==> config.mk <==
export PLATFORM = sky130hd
export DESIGN_NAME = ula_ar_commit_stage
export DESIGN_NICKNAME = d
export VERILOG_FILES = /design/src/rtl/ula_ar_commit_stage.sv
export SDC_FILE = /design/constraint.sdc
export NUM_CORES = 1
export LEC_CHECK = 0
export ABC_AREA = 1
export CORE_UTILIZATION = 54
export CTS_BUF_LIST = sky130_fd_sc_hd__clkbuf_8
export CTS_CLUSTER_SIZE = 30
export DETAILED_ROUTE_END_ITERATION = 12
export PLACE_DENSITY_LB_ADDON = 0.3
export SKIP_CTS_REPAIR_TIMING = 1
export SYNTH_ARGS = -nofsm -noshare
export SYNTH_HDL_FRONTEND = slang
export SYNTH_SLANG_ARGS = --single-unit
==> constraint.sdc <==
create_clock -name clk -period 4.79 [get_ports clk]
set_input_delay 0.958 -clock clk [delete_from_list [all_inputs] [get_ports clk]]
set_output_delay 0.958 -clock clk [all_outputs]
set_load 0.005 [all_outputs]
==> src/rtl/ula_ar_commit_stage.sv <==
// Commit stage behind the arithmetic ULA: 2-entry skid buffer plus architectural {O,C,S,Z} flag register.
// Optional sticky overflow flag enabled by defining STICKY_OVF_EN.
module ula_ar_commit_stage #(
  parameter int BITS = 16,
  parameter int RD_W = 4
) (
  input  logic            clk,
  input  logic            rst_n,
  input  logic            flush,
  input  logic            in_valid,
  output logic            in_ready,
  input  logic [BITS-1:0] in_resu,
  input  logic            in_o,
  input  logic            in_c,
  input  logic            in_s,
  input  logic            in_z,
  input  logic [4:0]      in_op,
  input  logic [RD_W-1:0] in_rd,
  input  logic            in_we,
  input  logic            in_fupd,
  output logic            out_valid,
  input  logic            out_ready,
  output logic [BITS-1:0] out_resu,
  output logic [4:0]      out_op,
  output logic [RD_W-1:0] out_rd,
  output logic            out_we,
  output logic [3:0]      flags_q,
  output logic            ovf_sticky,
  input  logic            ovf_clr
);

  logic [BITS-1:0] resu_mem [2];
  logic [3:0]      flg_mem  [2];
  logic [4:0]      op_mem   [2];
  logic [RD_W-1:0] rd_mem   [2];
  logic [1:0]      we_mem;
  logic [1:0]      fupd_mem;

  logic       wr_ptr;
  logic       rd_ptr;
  logic [1:0] count;
  logic       push;
  logic       pop;
  logic       commit;

  assign in_ready  = (count != 2'd2);
  assign out_valid = (count != 2'd0);
  assign push      = in_valid & in_ready;
  assign pop       = out_valid & out_ready;
  // A flush cancels the cycle's pop, so it cannot commit flags either.
  assign commit    = pop & ~flush & fupd_mem[rd_ptr];

  assign out_resu = resu_mem[rd_ptr];
  assign out_op   = op_mem[rd_ptr];
  assign out_rd   = rd_mem[rd_ptr];
  assign out_we   = out_valid & we_mem[rd_ptr];

  always_ff @(posedge clk) begin
    if (push && !flush) begin
      resu_mem[wr_ptr] <= in_resu;
      flg_mem[wr_ptr]  <= {in_o, in_c, in_s, in_z};
      op_mem[wr_ptr]   <= in_op;
      rd_mem[wr_ptr]   <= in_rd;
      we_mem[wr_ptr]   <= in_we;
      fupd_mem[wr_ptr] <= in_fupd;
    end
  end

  always_ff @(posedge clk or negedge rst_n) begin
    if (!rst_n) begin
      count   <= '0;
      wr_ptr  <= 1'b0;
      rd_ptr  <= 1'b0;
      flags_q <= '0;
    end else if (flush) begin
      count  <= '0;
      wr_ptr <= 1'b0;
      rd_ptr <= 1'b0;
    end else begin
      if (push) wr_ptr <= ~wr_ptr;
      if (pop)  rd_ptr <= ~rd_ptr;
      if (commit) flags_q <= flg_mem[rd_ptr];
      case ({push, pop})
        2'b10:   count <= count + 2'd1;
        2'b01:   count <= count - 2'd1;
        default: count <= count;
      endcase
    end
  end

`ifdef STICKY_OVF_EN
  always_ff @(posedge clk or negedge rst_n) begin
    if (!rst_n) begin
      ovf_sticky <= 1'b0;
    end else if (commit && flg_mem[rd_ptr][3]) begin
      ovf_sticky <= 1'b1;
    end else if (ovf_clr) begin
      ovf_sticky <= 1'b0;
    end
  end
`else
  logic unused_ovf_clr;
  assign unused_ovf_clr = ovf_clr;
  assign ovf_sticky     = 1'b0;
`endif

endmodule

==> results.py <==
metrics = {
    "routing": {
        "drt_iter0_drc": 86,
        "firstDrtPassIters": 4,
        "wl_um": 4490,
        "vias": 1667,
        "routedWlPerCell_um": 12.9,
        "drcViolationCount": 0,
        "viasPerCell": 4.78,
        "drt.antenna.violating_nets": 0,
    },
    "setup_path": {
        "r2r_end": "resu_mem[0][2]$_DFFE_PP_",
        "worstRegToRegCells": 4,
        "crit_fanout": 29,
        "crit_type": "reg2out",
        "crit_start": "rd_ptr$_DFFE_PN0P_",
        "cp.required_ns": 3.83,
        "cp_cell_sequence": "inv_2, nand2_1, a21oi_1, clkdlybuf4s50_1",
        "endpoint_kind": "primary output",
        "cp-endpoint": "out_we",
        "slowest_delay_ns": 0.51,
        "cp.arrival_ns": 1.87,
        "r2r_setup_slack_ns": 2.78,
        "startpoint_type": "flop",
        "r2r_start": "count[0]$_DFFE_PN0P_",
        "cp_slowest_cell": "clkdlybuf4s50_1",
    },
    "global_route": {
        "grt_pass1_vias": 1601,
        "overflow": 0,
        "grt_first_pass_wirelength_um": 6930,
        "grt_max_degree": 32,
        "antenna_found_initial": 0,
        "globalRouteTotalUtil": 0.186,
    },
    "timing": {
        "setup_violations": 0,
        "slew_violations": 0,
        "worst_pin_slew_ns": 0.911,
        "period_share": 0.590,
        "period_needed_ns": 2.83,
        "skew_ns": 0.00933,
        "max_freq_ghz": 0.354,
        "fin_tns_setup_ns": 0,
        "whs_ns": 0.486,
        "rsz0062_at_grt": "no",
        "maxSlewHeadroom": 0.391,
        "finalHoldViolations": 0,
    },
    "pwr": {
        "power.density_nw_per_um2": 370,
        "power.leakage_nw": 1.38,
        "max-vdd-ir-drop_uv": 254,
    },
    "floorplan": {
        "initial_core_util": 0.567,
        "die_height_um": 72.6,
        "die_area_um2": 5280,
        "io_pins": 70,
        "fp-row-count": 25,
        "core_region_area_um2": 4750,
        "die_w_um": 72.6,
    },
    "placed_design": {
        "port_buffers": 67,
        "dp_hpwl_um": 2730,
        "place_congestion": 0.815,
    },
    "clock_network": {
        "clock_tree.buffer_depth": 2,
        "cts_tree": "built",
        "cts_buffers": 9,
        "cts_htree_levels": 3,
        "cts-root-buf": "clkbuf_8",
        "clock_insertion_delay_worst_skew_ns": 0.33,
        "clk_pin_slew_worst_paths_ns": 0.07,
        "clock-sinks": 70,
    },
    "status": {
        "status": "finished, final reports clean",
    },
    "yosys": {
        "synth_top_cell_by_area": "edfxtp_1",
        "synth_area_um2": 2700,
        "synthCells": 206,
        "async_reset_ff_frac": 0.114,
        "synth_area_leaders": "edfxtp_1 69%, nand2_1 13%, dfrtp_1 7.4%",
        "synthFlopType": "edfxtp_1",
        "synth-seq-cells": 70,
        "synth.top_cell.area_share": 0.691,
        "synth_edf_count": 62,
        "postSynthAreaPerCell_um2": 13.1,
        "ys.warnings.count": 0,
        "synth_top_cells_by_count": "92 x nand2_1, 62 x edfxtp_1, 8 x dfrtp_1",
        "yosysUniqueCellTypes": 22,
        "synth_nets": 243,
        "yosysSeqAreaShare": 0.765,
        "synthMostInstantiatedCell": "nand2_1",
    },
    "finish": {
        "nNetsFinal": 314,
        "final_util": 0.750,
        "area.growth.synth_to_final_pct": 32.4,
        "fillers": 317,
        "drive_gt1_frac": 0.0957,
        "insertedDiodeCount": 0,
    },
    "job": {
        "maxCapViolations": 0,
    },
    "min_path": {
        "hold_path_class": "reg2reg",
    },
}
==> worst max-delay path, delay by kind of cell, from the launching register on <==
family | cells | cell delay [ns]
buf+inv | 2 | 0.89
flops | 1 | 0.39
simple gates | 1 | 0.10
compound gates | 1 | 0.15
==> logic make-up (layout without fill, tap and decap cells) <==
kind of cell | after synthesis | after routing | synth area share
compound gates | 9 | 9 | 0.0186
flops | 70 | 70 | 0.765
simple gates | 108 | 108 | 0.168
mux | 4 | 4 | 0.0149
other cells | 1 | 1 | 0.00139
buf+inv | 14 | 90 | 0.0320
==> placed cells by master (no fill, tap or decap) <==
cell type	count
nand3_1	1
dfrtp_1	8
clkinv_2	3
a21oi_2	1
inv_2	2
clkinv_4	1
buf_4	1
nand4_1	4
nor2_4	3
clkdlybuf4s50_1	67
conb_1	1
nor2_2	1
edfxtp_1	62
mux2i_1	4
o22ai_1	1
a21oi_1	2
clkbuf_8	9
nand3_4	1
o21ai_1	5
nor2_1	1
inv_1	7
nand2_1	92
nand2_2	5
==> sequential cells by signal, summed over array words and instances, names as in the netlist <==
signal and cells:
count 2, flags_q 4, flg_mem 8, fupd_mem 2, op_mem 10, rd_mem 8, rd_ptr 1, resu_mem 32
we_mem 2, wr_ptr 1
==> power by group <==
group	internal [W]	total, W	leakage, nW	switching (W)
sequential	0.000707	0.000724	0.672	0.0000174
clock	0.000178	0.000372	0.0977	0.000195
combinational	0.000125	0.000222	0.610	0.0000971
==> metrics by stage <==
stage | instances | power, W | setup WS (ns) | instance area, um2
after floorplan | 206 | 0.000829 | 1.82 | 2700
after global placement | 333 | 0.000957 | 1.85 | 3410
after detailed placement | 333 | 0.000962 | 1.83 | 3410
after CTS | 349 | 0.00133 | 1.93 | 3570
after global routing | 349 | 0.00138 | 1.86 | 3570
final | 349 | 0.00132 | 1.96 | 3570
==> cell type report <==
class | count | area, um2 | area share
clock inverters | 7 | 30.0 | 0.00842
inverters | 6 | 27.5 | 0.00772
clock buffers | 9 | 124 | 0.0347
multi-input cells | 122 | 562 | 0.157
repair buffers | 68 | 678 | 0.190
well taps | 67 | 83.8 | 0.0235
flip-flops and latches | 70 | 2060 | 0.578
==> layer usage <==
layer | global-route usage | vias to the layer above | share of wire
li1 | - | 837 | -
met1 | 0.201 | 768 | 0.42
met2 | 0.331 | 56 | 0.52
met3 | 0.0428 | 6 | 0.046
met4 | 0.115 | 0 | 0.015
met5 | 0 | - | 0
==> worst min path at each step <==
stage,slack [ns],end,start,cells past startpoint
floorplan,0.46,wr_ptr$_DFFE_PN0P_,wr_ptr$_DFFE_PN0P_,1
global placement,0.48,flags_q[2]$_DFFE_PN0P_,flags_q[2]$_DFFE_PN0P_,2
detailed placement,0.48,flags_q[2]$_DFFE_PN0P_,flags_q[2]$_DFFE_PN0P_,2
CTS,0.49,flags_q[2]$_DFFE_PN0P_,flags_q[2]$_DFFE_PN0P_,2
global route,0.53,flags_q[2]$_DFFE_PN0P_,flags_q[2]$_DFFE_PN0P_,2
finish,0.49,flags_q[2]$_DFFE_PN0P_,flags_q[2]$_DFFE_PN0P_,2
(Power assumes the default switching activity.)
